## src/rtl/gcd_fsm.sv

```systemverilog
// Euclid-by-subtraction GCD engine driving an external magnitude comparator.
// Optional step counter output enabled by defining GCD_STEPS_EN.
module gcd_fsm #(
  parameter int N = 8
) (
  input  logic         clk,
  input  logic         rst_n,
  input  logic         start,
  input  logic [N-1:0] op_a,
  input  logic [N-1:0] op_b,
  output logic [N-1:0] cmp_a,
  output logic [N-1:0] cmp_b,
  input  logic         a_lt_b,
  output logic         busy,
  output logic         done,
  output logic [N-1:0] result,
  output logic         dbg_state
`ifdef GCD_STEPS_EN
  ,
  output logic [N-1:0] steps
`endif
);

  typedef enum logic {
    S_IDLE = 1'b0,
    S_RUN  = 1'b1
  } state_e;

  state_e       state_q, state_d;
  logic [N-1:0] a_q, a_d;
  logic [N-1:0] b_q, b_d;
  logic [N-1:0] result_q, result_d;
  logic         done_q, done_d;
  logic         finish;

`ifdef GCD_STEPS_EN
  logic [N-1:0] steps_q, steps_d;
`endif

  // Equality and zero detection stay local; only ordering comes from cmp.
  assign finish = (a_q == b_q) || (a_q == '0) || (b_q == '0);

  always_ff @(posedge clk or negedge rst_n) begin
    if (!rst_n) begin
      state_q  <= S_IDLE;
      a_q      <= '0;
      b_q      <= '0;
      result_q <= '0;
      done_q   <= 1'b0;
`ifdef GCD_STEPS_EN
      steps_q  <= '0;
`endif
    end else begin
      state_q  <= state_d;
      a_q      <= a_d;
      b_q      <= b_d;
      result_q <= result_d;
      done_q   <= done_d;
`ifdef GCD_STEPS_EN
      steps_q  <= steps_d;
`endif
    end
  end

  always_comb begin
    state_d  = state_q;
    a_d      = a_q;
    b_d      = b_q;
    result_d = result_q;
    done_d   = 1'b0;
`ifdef GCD_STEPS_EN
    steps_d  = steps_q;
`endif
    case (state_q)
      S_IDLE: begin
        if (start) begin
          a_d     = op_a;
          b_d     = op_b;
          state_d = S_RUN;
`ifdef GCD_STEPS_EN
          steps_d = '0;
`endif
        end
      end
      S_RUN: begin
        if (finish) begin
          // OR of the operands covers gcd(x,x), gcd(0,x) and gcd(0,0).
          result_d = a_q | b_q;
          done_d   = 1'b1;
          state_d  = S_IDLE;
        end else begin
          if (a_lt_b) begin
            b_d = b_q - a_q;
          end else begin
            a_d = a_q - b_q;
          end
`ifdef GCD_STEPS_EN
          steps_d = steps_q + 1'b1;
`endif
        end
      end
      default: begin
        state_d = S_IDLE;
      end
    endcase
  end

  assign cmp_a     = a_q;
  assign cmp_b     = b_q;
  assign busy      = (state_q == S_RUN);
  assign done      = done_q;
  assign result    = result_q;
  assign dbg_state = state_q;
`ifdef GCD_STEPS_EN
  assign steps     = steps_q;
`endif

endmodule

```

## config.mk

```make
export PLATFORM = sky130hd
export DESIGN_NAME = gcd_fsm
export DESIGN_NICKNAME = d
export VERILOG_FILES = /design/src/rtl/gcd_fsm.sv
export SDC_FILE = /design/constraint.sdc
export NUM_CORES = 1
export LEC_CHECK = 0
export ABC_AREA = 1
export BUFFER_PORTS_ARGS = -buffer_cell sky130_fd_sc_hd__buf_4
export CAP_MARGIN = 5
export CELL_PAD_IN_SITES_DETAIL_PLACEMENT = 0
export CELL_PAD_IN_SITES_GLOBAL_PLACEMENT = 1
export CORE_MARGIN = 2
export CORE_UTILIZATION = 39
export CTS_CLUSTER_SIZE = 25
export DETAILED_ROUTE_END_ITERATION = 16
export GPL_TIMING_DRIVEN = 0
export HOLD_SLACK_MARGIN = 0.1
export PLACE_DENSITY_LB_ADDON = 0.1
export SYNTH_ARGS = -nofsm -noshare
export SYNTH_HDL_FRONTEND = slang
export SYNTH_SLANG_ARGS = --single-unit
```

## constraint.sdc

```tcl
create_clock -name clk -period 2.5 [get_ports clk]
set_input_delay 0.25 -clock clk [delete_from_list [all_inputs] [get_ports clk]]
set_output_delay 0.25 -clock clk [all_outputs]
set_load 0.1 [all_outputs]
```

==> run summary <==
FP Rows: 26
TNS Setup: 0 ps
Post-Synthesis Cell Area: 2070 µm²
Layout cells sized above 1: 0.216
# resized after CTS: 0
Top delay family on crit path: simple AND/OR/NAND/NOR gates
Run status: finished, final reports clean
Via/cell ratio: 4.77
Final Critical Period: 2210 ps
Count of final max-slew check failures: 0
RSZ-0062 raised after global routing: false
Worst Tran Pin Value: 571 ps
Vias in the first global route: 1891
Clock slew seen by the registers of the worst setup and hold paths: 100 ps
Cts bufs inserted: 3
Filler cells: 544
Initial antenna violation count: 0
# DRC: 0
CP Cell Sequence: inv_1 > ha_1 > inv_2 > nand2_2 > nor2_1 > nand2_1 > nand3_1 > nand2_1 > buf_6 > nand3_4 > inv_1 > nand2_1 > nand2_1
DIE WIDTH: 76.9 µm
Startpoint class of the critical path: register
Core area: 5110 µm²
CP endpoint kind: register
Grt ovf: 0
Final instance area: 2560 µm²
Final Hold Viols: 0
Postcts setup bufs: 0
WP data required: 2720 ps
Die area: 5910 µm²
Post-synthesis cell type count: 27
Clock sink count: 26
Final wirelength: 5.54 mm
DP HPWL: 4.25 mm
Final Setup Violations: 0
Die Height: 76.9 µm
Commonest non-fill, non-tap cell in the layout: nand2_1
Rel. slew slack: 0.620
Number of max-cap violations: 0
Vias: 1947
WP data arrival: 2430 ps
Min-Delay Path Class: input port to register
Sequential area share after synthesis: 0.314
Fin util: 0.500
Part of the cycle the worst path needs: 0.886
Syn nets: 332
First-pass DRT Iterations: 4
Placed Area: 2500 µm²
Clk root buf: clkbuf_8
Initial Utilization: 0.406
Port Buffers: 46
Cell count after synthesis: 288
DR iter-0 viols: 107
#FFs+latches synth: 26
Synth warnings: 0
Clk_lat worst skew: 270 ps
Buffers & Inverters on Critical Path: 4
Max stage delay on crit path: 470 ps
Kind of critical path: register to register
CTS tree: yes
GRT Total Usage: 0.205
# IOs: 47
Global placer's final weighted congestion: 0.863
# H-tree levels: 1
Avg Cell Area, Syn: 7.19 µm²
Largest net degree at the start of global routing: 27
Commonest non-fill, non-tap cells in the layout: 104 x nand2_1, 48 x buf_4, 36 x inv_1
Crit Path Max Fanout: 10
Crit-path most repeated cell: nand2_1
Maximum clock rate: 452 MHz
Routed Antenna Nets: 0
Final Net Count: 384
Slowest CP cell: dfrtp_1
Routed len/inst: 13.6 µm
Ant diodes: 0
P&R area growth vs syn: 23.4%
Fin cells: 408
Clock Path Buffers: 2
# placed instances: 404
Clock skew: 4.36 ps
Global-route wire length before repair: 9.61 mm
state kept, by name, indices dropped and copies added, names as in the netlist:
register and count:
busy 1, result 8, cmp_b 8, cmp_a 8
done 1
cells by family (layout without fill, tap and decap cells):
family / Yosys count / after routing / share of synthesized area
AND/OR/NAND/NOR: 159 / 159 / 0.337
AO/OA/AOI/OAI: 28 / 28 / 0.0785
XOR/XNOR: 2 / 2 / 0.00846
adder cells (fa/ha/maj): 24 / 24 / 0.152
flip-flops: 26 / 26 / 0.314
multiplexers: 2 / 2 / 0.00966
buffers and inverters: 47 / 97 / 0.100
metal layers:
layer / up-vias / global-route usage / routed length, µm
met5: - / 0 / 0
met4: 0 / 0.0327 / 24
met3: 2 / 0.0165 / 229
met2: 47 / 0.336 / 2530
met1: 908 / 0.298 / 2750
li1: 990 / - / -
cell type report:
type,count,area [µm²],area share
Multi-Input combinational cell,215,1210,0.475
Timing Repair Buffer,47,355,0.139
Sequential cell,26,651,0.255
Buffer,8,61.3,0.0240
Clock buffer,3,41.3,0.0162
Inverter,39,146,0.0573
Tap cell,70,87.6,0.0343
worst paths after layout:
| check | from | to | slack, ps | cells after the start |
|---|---|---|---|---|
| setup / recovery | cmp_a[2]$_DFFE_PN0P_ | cmp_a[4]$_DFFE_PN0P_ | 290 | 13 |
| hold / removal | op_a[5] | cmp_a[5]$_DFFE_PN0P_ | 250 | 5 |
| setup reg to reg | cmp_a[2]$_DFFE_PN0P_ | cmp_a[4]$_DFFE_PN0P_ | 290 | 13 |
| hold reg to reg | result[2]$_DFFE_PN0P_ | result[2]$_DFFE_PN0P_ | 490 | 2 |
| max in group asynchronous | rst_n | cmp_a[5]$_DFFE_PN0P_ | 1790 | 2 |
| min in group asynchronous | rst_n | busy$_DFF_PN0_ | 440 | 2 |
cells in the mapped netlist (all sizes together):
cell type / count / share of area
nand2: 110 / 0.21
inv: 38 / 0.069
dfrtp: 26 / 0.31
ha: 22 / 0.13
nor2: 21 / 0.042
o21ai: 20 / 0.059
nand3: 18 / 0.050
a21oi: 8 / 0.019
buf: 7 / 0.028
nand3b: 5 / 0.024
nand4: 3 / 0.0091
fa: 2 / 0.019
mux2i: 2 / 0.0097
xor2: 2 / 0.0085
and2: 1 / 0.0030
clkbuf: 1 / 0.0018
clkinv: 1 / 0.0018
or2: 1 / 0.0030
worst min-delay path, cell delays in order:
cell,delay (ps)
buf_4,70
nand2_1,40
nand2_1,50
nand2_1,40
nand2_1,40
stage by stage:
| stage | setup WS (ps) | hold WS, ps |
|---|---|---|
| after CTS | 314 | 251 |
| after global routing | 120 | 276 |
| after detailed placement | 342 | 194 |
| after floorplan | 4.05 | -45.6 |
| final | 285 | 254 |
| after global placement | 307 | 186 |
what timing repair did:
| item | 4_1_cts | 5_1_grt |
|---|---|---|
| hold buffers | 1 | 0 |
| endpoints found under the hold margin | 26 | 0 |
| setup endpoints to repair | 0 | 0 |
Power is left out: the tool's default activity adds up to more than one toggle a clock period on the data nets, which glitch-free logic cannot reach.
